<file path="src/rtl/write_burst_len_gen.sv">
// Write-side burst planner: issues full or tail burst requests as the write FIFO fills.
// Optional frame_cnt output enabled by defining WR_FRAME_CNT_EN.
module write_burst_len_gen #(
    parameter int unsigned NOR_BURST_LEN = 200,
    parameter string       MODE          = "ONCE",
    parameter int unsigned AXI_DSIZE     = 256,
    parameter int unsigned DSIZE         = 24,
    parameter int unsigned LSIZE         = 9
) (
    input  logic             clock,
    input  logic             rst,
    input  logic [15:0]      vactive,
    input  logic [15:0]      hactive,
    input  logic             fsync,
    input  logic [15:0]      fifo_count,
    output logic             burst_req,
    output logic [LSIZE-1:0] burst_len,
    input  logic             burst_ack,
    input  logic             burst_done,
    output logic             tail_status,
    output logic             frame_done
`ifdef WR_FRAME_CNT_EN
    ,
    output logic [15:0]      frame_cnt
`endif
);

    localparam bit          LINE_MODE = (MODE == "LINE");
    localparam int unsigned SHIFT     = $clog2(AXI_DSIZE);
    localparam int unsigned PROD_W    = 48;
    localparam logic [31:0] NOR_LEN   = 32'(NOR_BURST_LEN);

    typedef enum logic [1:0] {
        IDLE      = 2'd0,
        WAIT_DATA = 2'd1,
        REQ       = 2'd2,
        BUSY      = 2'd3
    } state_t;

    state_t             state_q, state_d;
    logic [31:0]        all_bits_q;
    logic [31:0]        total_q;
    logic [31:0]        remaining_q, remaining_d;
    logic [31:0]        rem_sub;
    logic [LSIZE-1:0]   burst_len_q, burst_len_d;
    logic               burst_req_q, burst_req_d;
    logic               tail_q, tail_d;
    logic               frame_done_q, frame_done_d;
    logic               done_d1_q;
    logic               done_rise;

    // Words per transfer, rounded up to whole AXI words; two register stages.
    always_ff @(posedge clock) begin
        if (rst) begin
            all_bits_q <= '0;
            total_q    <= '0;
        end else begin
            all_bits_q <= LINE_MODE ? 32'(hactive) : 32'(vactive) * 32'(hactive);
            total_q    <= 32'((PROD_W'(all_bits_q) * PROD_W'(DSIZE)
                               + PROD_W'(AXI_DSIZE - 1)) >> SHIFT);
        end
    end

    assign done_rise = burst_done & ~done_d1_q;

    always_ff @(posedge clock) begin
        if (rst) begin
            state_q      <= IDLE;
            remaining_q  <= '0;
            burst_len_q  <= '0;
            burst_req_q  <= 1'b0;
            tail_q       <= 1'b0;
            frame_done_q <= 1'b0;
            done_d1_q    <= 1'b0;
        end else begin
            state_q      <= state_d;
            remaining_q  <= remaining_d;
            burst_len_q  <= burst_len_d;
            burst_req_q  <= burst_req_d;
            tail_q       <= tail_d;
            frame_done_q <= frame_done_d;
            done_d1_q    <= burst_done;
        end
    end

    // Next state; fsync overrides everything, including a same-cycle completion.
    always_comb begin
        state_d      = state_q;
        remaining_d  = remaining_q;
        burst_len_d  = burst_len_q;
        frame_done_d = 1'b0;
        rem_sub      = remaining_q - 32'(burst_len_q);
        if (fsync) begin
            remaining_d = total_q;
            state_d     = (total_q == '0) ? IDLE : WAIT_DATA;
        end else begin
            case (state_q)
                IDLE: ;
                WAIT_DATA: begin
                    if (remaining_q >= NOR_LEN && 32'(fifo_count) >= NOR_LEN) begin
                        burst_len_d = LSIZE'(NOR_BURST_LEN);
                        state_d     = REQ;
                    end else if (remaining_q != '0 && remaining_q < NOR_LEN &&
                                 32'(fifo_count) >= remaining_q) begin
                        burst_len_d = LSIZE'(remaining_q);
                        state_d     = REQ;
                    end
                end
                REQ: begin
                    if (burst_ack && burst_req_q) begin
                        state_d = BUSY;
                    end
                end
                BUSY: begin
                    if (done_rise) begin
                        remaining_d = rem_sub;
                        if (rem_sub == '0) begin
                            frame_done_d = 1'b1;
                            if (LINE_MODE) begin
                                remaining_d = total_q;
                                state_d     = WAIT_DATA;
                            end else begin
                                state_d = IDLE;
                            end
                        end else begin
                            state_d = WAIT_DATA;
                        end
                    end
                end
                default: state_d = IDLE;
            endcase
        end
        burst_req_d = (state_d == REQ);
        tail_d      = (remaining_d != '0) && (remaining_d < NOR_LEN);
    end

    assign burst_req   = burst_req_q;
    assign burst_len   = burst_len_q;
    assign tail_status = tail_q;
    assign frame_done  = frame_done_q;

`ifdef WR_FRAME_CNT_EN
    logic [15:0] frame_cnt_q;

    always_ff @(posedge clock) begin
        if (rst) begin
            frame_cnt_q <= '0;
        end else if (frame_done_q) begin
            frame_cnt_q <= frame_cnt_q + 16'd1;
        end
    end

    assign frame_cnt = frame_cnt_q;
`endif

endmodule

</file>
<file path="config.mk">
export PLATFORM = sky130hd
export DESIGN_NAME = write_burst_len_gen
export DESIGN_NICKNAME = d
export VERILOG_FILES = /design/src/rtl/write_burst_len_gen.sv
export SDC_FILE = /design/constraint.sdc
export NUM_CORES = 1
export LEC_CHECK = 0
export ABC_AREA = 0
export CAP_MARGIN = 20
export CORE_ASPECT_RATIO = 0.7
export CORE_MARGIN = 1
export CORE_UTILIZATION = 45
export DETAILED_ROUTE_END_ITERATION = 10
export MAX_ROUTING_LAYER = met4
export PLACE_DENSITY = 0.74
export SETUP_SLACK_MARGIN = 0.3
export SYNTH_ARGS = -nofsm -noshare
export SYNTH_HDL_FRONTEND = slang
export SYNTH_SLANG_ARGS = --single-unit
</file>
<file path="constraint.sdc">
create_clock -name clock -period 9.4 [get_ports clock]
set_input_delay 0.94 -clock clock [delete_from_list [all_inputs] [get_ports clock]]
set_output_delay 0.94 -clock clock [all_outputs]
set_load 0.05 [all_outputs]
</file>
======== Word-level counts from Yosys, hierarchy flattened ========
Index checks and enable logic that the tools add are counted.
storage, ports and cells
  output and inout bits ................... 12
  bits of input ports ..................... 53
  logic and storage cells ................. 53
  bits in registers ....................... 111
operators by class
  bitwise logic cells ..................... 5
  order comparisons ....................... 5
  mux-type cells .......................... 14
  add/subtract/negate cells ............... 2
  multipliers ............................. 2
  reductions and logical operators ........ 12
  equality and inequality tests ........... 4
operator list
  cell                     count
  $mux W32                 3
  $logic_not A32 Y1        2
  $lt A32 B8 Y1 const B    2
  $reduce_bool A32 Y1      2
  $add A37 B8 Y38 const B  1
  $mul A32 B2 Y34 const B  1
  $ge A16 B32 Y1           1
  $ge A32 B8 Y1 const B    1
  $mul A16 B16 Y32         1
  $sub A32 B9 Y32          1
  $mux W9                  2
  $ge A16 B8 Y1 const B    1
  $mux W2                  5
  $eq A2 B2 Y1 const B     3
  $pmux W2 S3              1
  $logic_and A1 B1 Y1      5
  $not A1 Y1               4
  $reduce_or A4 Y1         1
  $mux W1                  3
  $reduce_and A3 Y1        1
  $eq A2 B1 Y1 const B     1
  $reduce_bool A2 Y1       1
  $and A1 B1 Y1            1

======== Logic depth before layout (Yosys ltp) ========
Gate-level depths: netlist of run 1.
  depth in word-level cells ............... 8
  mapped depth ............................ 25
  gate-level depth less buffers ........... 24

======== Worst setup path after synthesis of run 1 ========
Ideal clock, no wire load.
  kind .................................... input-to-reg
  from .................................... in vactive[5]
  to ...................................... reg all_bits_q[30]
  required time ........................... 9.330 ns
  path slack .............................. 2.544 ns
  path buffers ............................ 1
  setup time .............................. 0.070 ns
  arrival ................................. 6.786 ns
  stages .................................. 22
  cells stage by stage .................... clkbuf_1 > nand2_1 > fa_1 > inv_1 > fa_1 > fa_1 > fa_1 > fa_1 > inv_1 > fa_1 > inv_1 > ha_1 > a21oi_1 > o21ai_0 > a21o_1 > a21o_1 > a221oi_1 > o32a_1 > and3b_1 > nor2_1 > or3b_2 > a21oi_1
on the way
  word-level cells in the longest chain between the ends .. 1
RTL lines
  element                 RTL line  source
  start: declaration      12        input logic [15:0] vactive,
  $mul A16 B16 Y32        58        all_bits_q <= LINE_MODE ? 32'(hactive) : 32'(vactive) * 32'(hactive);
  end signal: assignment  58
  end: declaration        41        logic [31:0] all_bits_q;
No other way between the ends.
A chain may end at the register's enable or synchronous reset.

======== Final worst setup path of run 1 ========
  from .................................... in vactive[10]
  to ...................................... reg all_bits_q[31]
Same word-level chain as after synthesis.

==> results.cfg, run 1 <==
[cts]
clkLatencyLatePin_ns = 0.38
cts_sinks = 109
clock_path_buffers = 2
hold_buffers = 0
cts_resized = 0
cts_buffers = 9
tritoncts = done
post_cts_buffers = 0
ctsRootBufferMaster = clkbuf_16
htree_levels = 3
clk_pin_slew_worst_paths_ns = 0.08

[synth]
post_synth_num_cell_types = 88
synthFlopType = dfxtp_1
synthAdderAreaFrac_pct = 35.95
synthMuxAreaShare_pct = 0.7392
seq_area_frac_synth_pct = 13.15
syn-cell-area_mm2 = 0.01659
yosysWarnings = 0
synth_top_family_by_area = adder cells
synth-compound-area-share_pct = 14.06
synthXorXnorAreaFrac_pct = 4.903
synth_area_per_cell_um2 = 8.184
async_flop_share_pct = 0
synth_seq_cells = 109
syn-num-nets = 2439
netlist_instances = 2027
synth-simple-area-share_pct = 22.93
synth-edff-count = 0

[floorplan]
die_area_mm2 = 0.03765
design.portCount = 65
die_h_um = 162.6
dieWidth_um = 231.5
rows = 58
initial_utilization_pct = 45.90
coreArea_mm2 = 0.03614

[final_layout]
area_growth_pct = 7.648
final_cell_mix = inv_1, nand2_1, fa_1, ha_1, nor2_1
final_layout_size_suffix_gt1_share_pct = 2.808
fill_cells = 3528
post-route-util_pct = 49.41
final_common_cell = inv_1
final_nets = 2437

[routing]
first_pass_iters = 5
detail_route.wl_per_cell_um = 18.18
ant_nets = 0
drtIter0Drc = 1639
num_vias = 14414
routed_wl_um = 45670
post-route-drc-count = 0
avgViaCountPerCell = 5.738

[global_routing]
overflow = 0
track_usage_pct = 25.92
grt_pass1_wl_um = 74460
grt_max_degree = 63
antenna_found_initial = 0
grt_pass1_vias = 14076

[timing]
finalCritPeriodShare_pct = 83.03
slew_headroom_pct = 36.80
fin_skew_ns = 0.01879
fin_tns_setup_ns = 0
timing.final.ws_setup_ns = 1.595
hold-worst-slack_ns = 0.5089
period_minus_slack_ns = 7.805
worst_pin_slew_ns = 0.9393
finalMaxSlewViolations = 0
timing.fmax_ghz = 0.1281
hold_viol = 0
setup_viol = 0
rsz0062_at_grt = no

[critical_path]
cp_top_family = adder cells
end_kind = flop
path_common_cell = fa_1
crit_path_max_incr_delay_ns = 0.79
critical_path.startpoint_type = input port
crit_arrival_ns = 8.07
cp_slowest_cell = clkdlybuf4s50_1
crit_fanout = 16
worstPathRequired_ns = 9.67
path_class = in -> reg
crit_buf_inv = 5
path_cells = clkdlybuf4s50_1 -> and2_1 -> fa_1 -> inv_1 -> fa_1 -> inv_1 -> fa_1 -> fa_1 -> fa_1 -> inv_1 -> fa_1 -> inv_1 -> ha_1 -> a2111oi_0 -> or3b_2 -> o211ai_1 -> nand4_1 -> a21oi_1 -> o31ai_1 -> a311o_1

[pwr]
power.density_mw_per_mm2 = 370.0
power.total_mw = 6.608
peakVddDrop_uv = 436.7
total_leakage_power_nw = 8.201

[run_status]
status = completed

[worst_hold_path]
min_path_type = reg -> reg

[place]
gp_routability_congestion = 1.022
pre_cts_ws_ns = 1.262
io_buffers = 64
dp_hpwl_um = 36930

[run]
cap_violations = 0
==> state kept, by name, indices dropped and copies added, names as in the netlist <==
signal	cells
all_bits_q	32
frame_done	1
total_q	30
done_d1_q	1
burst_len	9
tail_status	1
burst_req	1
state_q	2
remaining_q	32
==> tightest hold or removal path: stages, from the launching register on <==
cell and delay [ns]:
dfxtp_1 0.31, inv_1 0.07, a221oi_1 0.07
==> synthesized netlist by cell type (5+ instances only) <==
cell type	instances	share of area, %
nand4_1	24	0.91
clkbuf_1	70	1.6
o21bai_1	18	0.81
xor2_1	32	1.7
o21ai_0	57	1.7
mux2i_1	10	0.60
or3_1	11	0.41
inv_1	273	6.2
o21ai_1	8	0.24
a211oi_1	17	0.77
o21a_1	13	0.59
dfxtp_1	109	13
nor2_1	136	3.1
nand2b_1	15	0.57
nand3_1	34	1.0
a21o_1	30	1.4
a221oi_1	9	0.48
buf_2	10	0.30
and2_1	132	5.0
a2111oi_0	5	0.26
o31ai_1	7	0.32
nand2_1	252	5.7
a31o_2	5	0.26
a21oi_1	89	2.7
nor2b_1	20	0.75
a211o_1	7	0.37
nor4_1	25	0.94
nor3_1	43	1.3
a22oi_1	7	0.32
or4_1	6	0.27
fa_1	196	24
nor3b_1	5	0.23
and4_1	7	0.37
o311a_1	5	0.30
ha_1	163	12
a31oi_1	7	0.26
and3_1	12	0.45
xnor2_1	59	3.1
o211ai_1	12	0.54
==> stage by stage <==
stage	instance area (um2)	std cells
3_5_place_dp	17530	2493
2_1_floorplan	16590	2027
6_report	17860	2512
5_1_grt	17850	2510
4_1_cts	17840	2509
3_3_place_gp	17530	2493
==> kinds of logic (layout without fill, tap and decap cells) <==
group,count (synthesis),after routing
fa+ha+maj,359,359
compound gates,341,341
simple gates,755,755
other cells,0,2
mux,12,12
flops,109,109
buf+inv,359,362
xor+xnor,92,92
==> path summary, 6_finish.rpt <==
path | start | to | slack [ns] | depth (start not counted)
max | vactive[10] | all_bits_q[31] | 1.59 | 20
max reg2reg | burst_len[1] | state_q[0] | 5.19 | 12
min reg2reg | burst_len[7] | burst_len[7] | 0.51 | 2
min | burst_len[7] | burst_len[7] | 0.51 | 2
==> where the power goes <==
group          leakage, nW  internal (mW)  total, mW  switching, mW
Combinational         7.16           2.23       5.47           3.23
Sequential           0.895          0.610      0.721          0.111
Clock                0.149          0.219      0.421          0.202
==> per-layer routing <==
| metal | vias up | wire (um) | track usage [%] |
|---|---|---|---|
| li1 | 6742 | - | - |
| met1 | 7006 | 21550 | 37.59 |
| met5 | - | 0 | - |
| met2 | 599 | 18720 | 36.38 |
| met4 | 0 | 711 | 4.726 |
| met3 | 67 | 4692 | 6.443 |
==> cell type report <==
class,count,area (um2),area share (%)
Timing Repair Buffer,72,690.7,3.868
Clock buffer,10,239.0,1.338
Multi-Input combinational cell,1559,13040,73.00
Antenna cell,2,5.005,0.02803
Inverter,274,1028,5.760
Sequential cell,109,2182,12.22
Clock inverter,6,76.32,0.4274
Tap cell,480,600.6,3.363
No activity file was read; power rests on OpenSTA's default activity.
==> run 2: changes to the inputs <==
==> constraint.sdc (replaced) <==
create_clock -name clock -period 8 [get_ports clock]
set_input_delay 0.8 -clock clock [delete_from_list [all_inputs] [get_ports clock]]
set_output_delay 0.8 -clock clock [all_outputs]
set_load 0.05 [all_outputs]
==> run 2 against run 1 <==
Against the previous run:
- non-clock buffer count up 27
- sequential share of layout area down 0.11 points
- cell area up 0.93%
- clock-buffer cell count up 1
- critical endpoint unchanged
==> results.cfg, run 2 (synthesis gave the netlist of run 1 again) <==
[timing]
fin_skew_ns = 0.01129
slew_headroom_pct = 34.09
rsz0062_at_grt = no
worst_pin_slew_ns = 0.9844
period_minus_slack_ns = 7.321
timing.fmax_ghz = 0.1366
setup_viol = 0
hold_viol = 0
hold-worst-slack_ns = 0.5099
finalMaxSlewViolations = 0
timing.final.ws_setup_ns = 0.6785
finalCritPeriodShare_pct = 91.52
fin_tns_setup_ns = 0

[cts]
clk_pin_slew_worst_paths_ns = 0.08
cts_sinks = 109
hold_buffers = 0
ctsRootBufferMaster = clkbuf_16
clock_path_buffers = 2
clkLatencyLatePin_ns = 0.36
htree_levels = 3
tritoncts = done
cts_buffers = 9

[worst_hold_path]
hold_path_end = remaining_q[10]
hold_start = total_q[10]
min_path_type = reg -> reg
holdPathStages = 2

[critical_path]
reg2reg_depth = 11
critical_path.startpoint_type = input port
r2r_slack_ns = 3.69
cp_slowest_cell = clkdlybuf4s50_1
r2r_start = remaining_q[2]
crit_arrival_ns = 7.57
path_common_cell = fa_1
end_kind = flop
path_cells = clkdlybuf4s50_1 -> and2_1 -> fa_1 -> inv_1 -> fa_1 -> inv_1 -> fa_1 -> fa_1 -> fa_1 -> inv_1 -> fa_1 -> inv_1 -> ha_1 -> a2111oi_1 -> or3b_2 -> o211ai_1 -> nand4_1 -> a21oi_1 -> o31ai_1 -> a311o_1
worstPathRequired_ns = 8.25
crit_path_max_incr_delay_ns = 0.61
crit_fanout = 8
r2r-end = tail_status
path_class = in -> reg

[routing]
avgViaCountPerCell = 5.629
detail_route.wl_per_cell_um = 17.24
routed_wl_um = 43730
post-route-drc-count = 0
drtIter0Drc = 1138
num_vias = 14274
first_pass_iters = 5
ant_nets = 0

[final_layout]
final_layout_size_suffix_gt1_share_pct = 4.037
area_growth_pct = 8.651
final_common_cell = inv_1
antenna_cells = 0
finalNonFillerCells = 2536
final_cell_mix = inv_1, nand2_1, fa_1, ha_1, nor2_1
top_regs = all_bits_q (32), remaining_q (32), total_q (30)
fin_area_mm2 = 0.01802
final_nets = 2464
post-route-util_pct = 49.87

[run]
cap_violations = 0

[pwr]
total_leakage_power_nw = 8.321
power.total_mw = 7.604
power.density_mw_per_mm2 = 421.9
peakVddDrop_uv = 503.2

[place]
dp_hpwl_um = 36570
dpl.cell_count = 2520
place_area_mm2 = 0.01773
io_buffers = 64
gp_routability_congestion = 0.9794
pre_cts_ws_ns = 0.3135

[run_status]
status = completed

[global_routing]
grt_max_degree = 63
antenna_found_initial = 0
track_usage_pct = 24.94
grt_pass1_vias = 14307
grt_pass1_wl_um = 73190
overflow = 0

[floorplan]
rows = 58
design.portCount = 65
die_h_um = 162.6
dieWidth_um = 231.5
die_area_mm2 = 0.03765
initial_utilization_pct = 45.90
coreArea_mm2 = 0.03614
run 2: how the worst max path moves through the flow:
| stage | start | to | slack [ns] | cells after the start |
|---|---|---|---|---|
| 2_1_floorplan | vactive[5] | all_bits_q[30] | 1.28 | 22 |
| 3_3_place_gp | vactive[7] | all_bits_q[31] | 0.43 | 22 |
| 3_5_place_dp | vactive[11] | all_bits_q[31] | 0.31 | 20 |
| 4_1_cts | vactive[11] | all_bits_q[31] | 0.67 | 20 |
| 5_1_grt | vactive[7] | all_bits_q[31] | 0.37 | 22 |
| 6_report | hactive[4] | all_bits_q[31] | 0.68 | 20 |
run 2: cell type report:
type,count,area [um2]
well taps,480,600.6
clock inverters,4,30.03
fillers,3504,18120
multi-input cells,1559,13040
inverters,274,1028
flip-flops and latches,109,2182
clock buffers,11,252.7
repair buffers,99,893.4
run 2: report_power, final:
part           internal (mW)  switching, mW  total, mW
logic                   2.62           3.69       6.31
clock network          0.229          0.216      0.444
registers              0.717          0.128      0.845
run 2: critical path, delay by kind of cell:
kind / cells / cell delay, ns
AO/OA/AOI/OAI: 5 / 1.44
adder cells (fa/ha/maj): 7 / 3.50
buffers and inverters: 5 / 0.83
AND/OR/NAND/NOR: 3 / 1.00
run 2: metal layers:
metal | vias up | GRT usage, % | part of all wire, %
met5 | - | - | 0
met4 | 0 | 3.793 | 1.0
met3 | 32 | 5.637 | 9.0
met2 | 524 | 36.58 | 42
met1 | 6919 | 35.50 | 48
li1 | 6799 | - | -
run 2: what timing repair did:
action | CTS | global route
endpoints found under the setup margin | 0 | 1
buffers inserted | 0 | 0
endpoints found under the hold margin | 0 | 0
gates resized for setup | 0 | 1
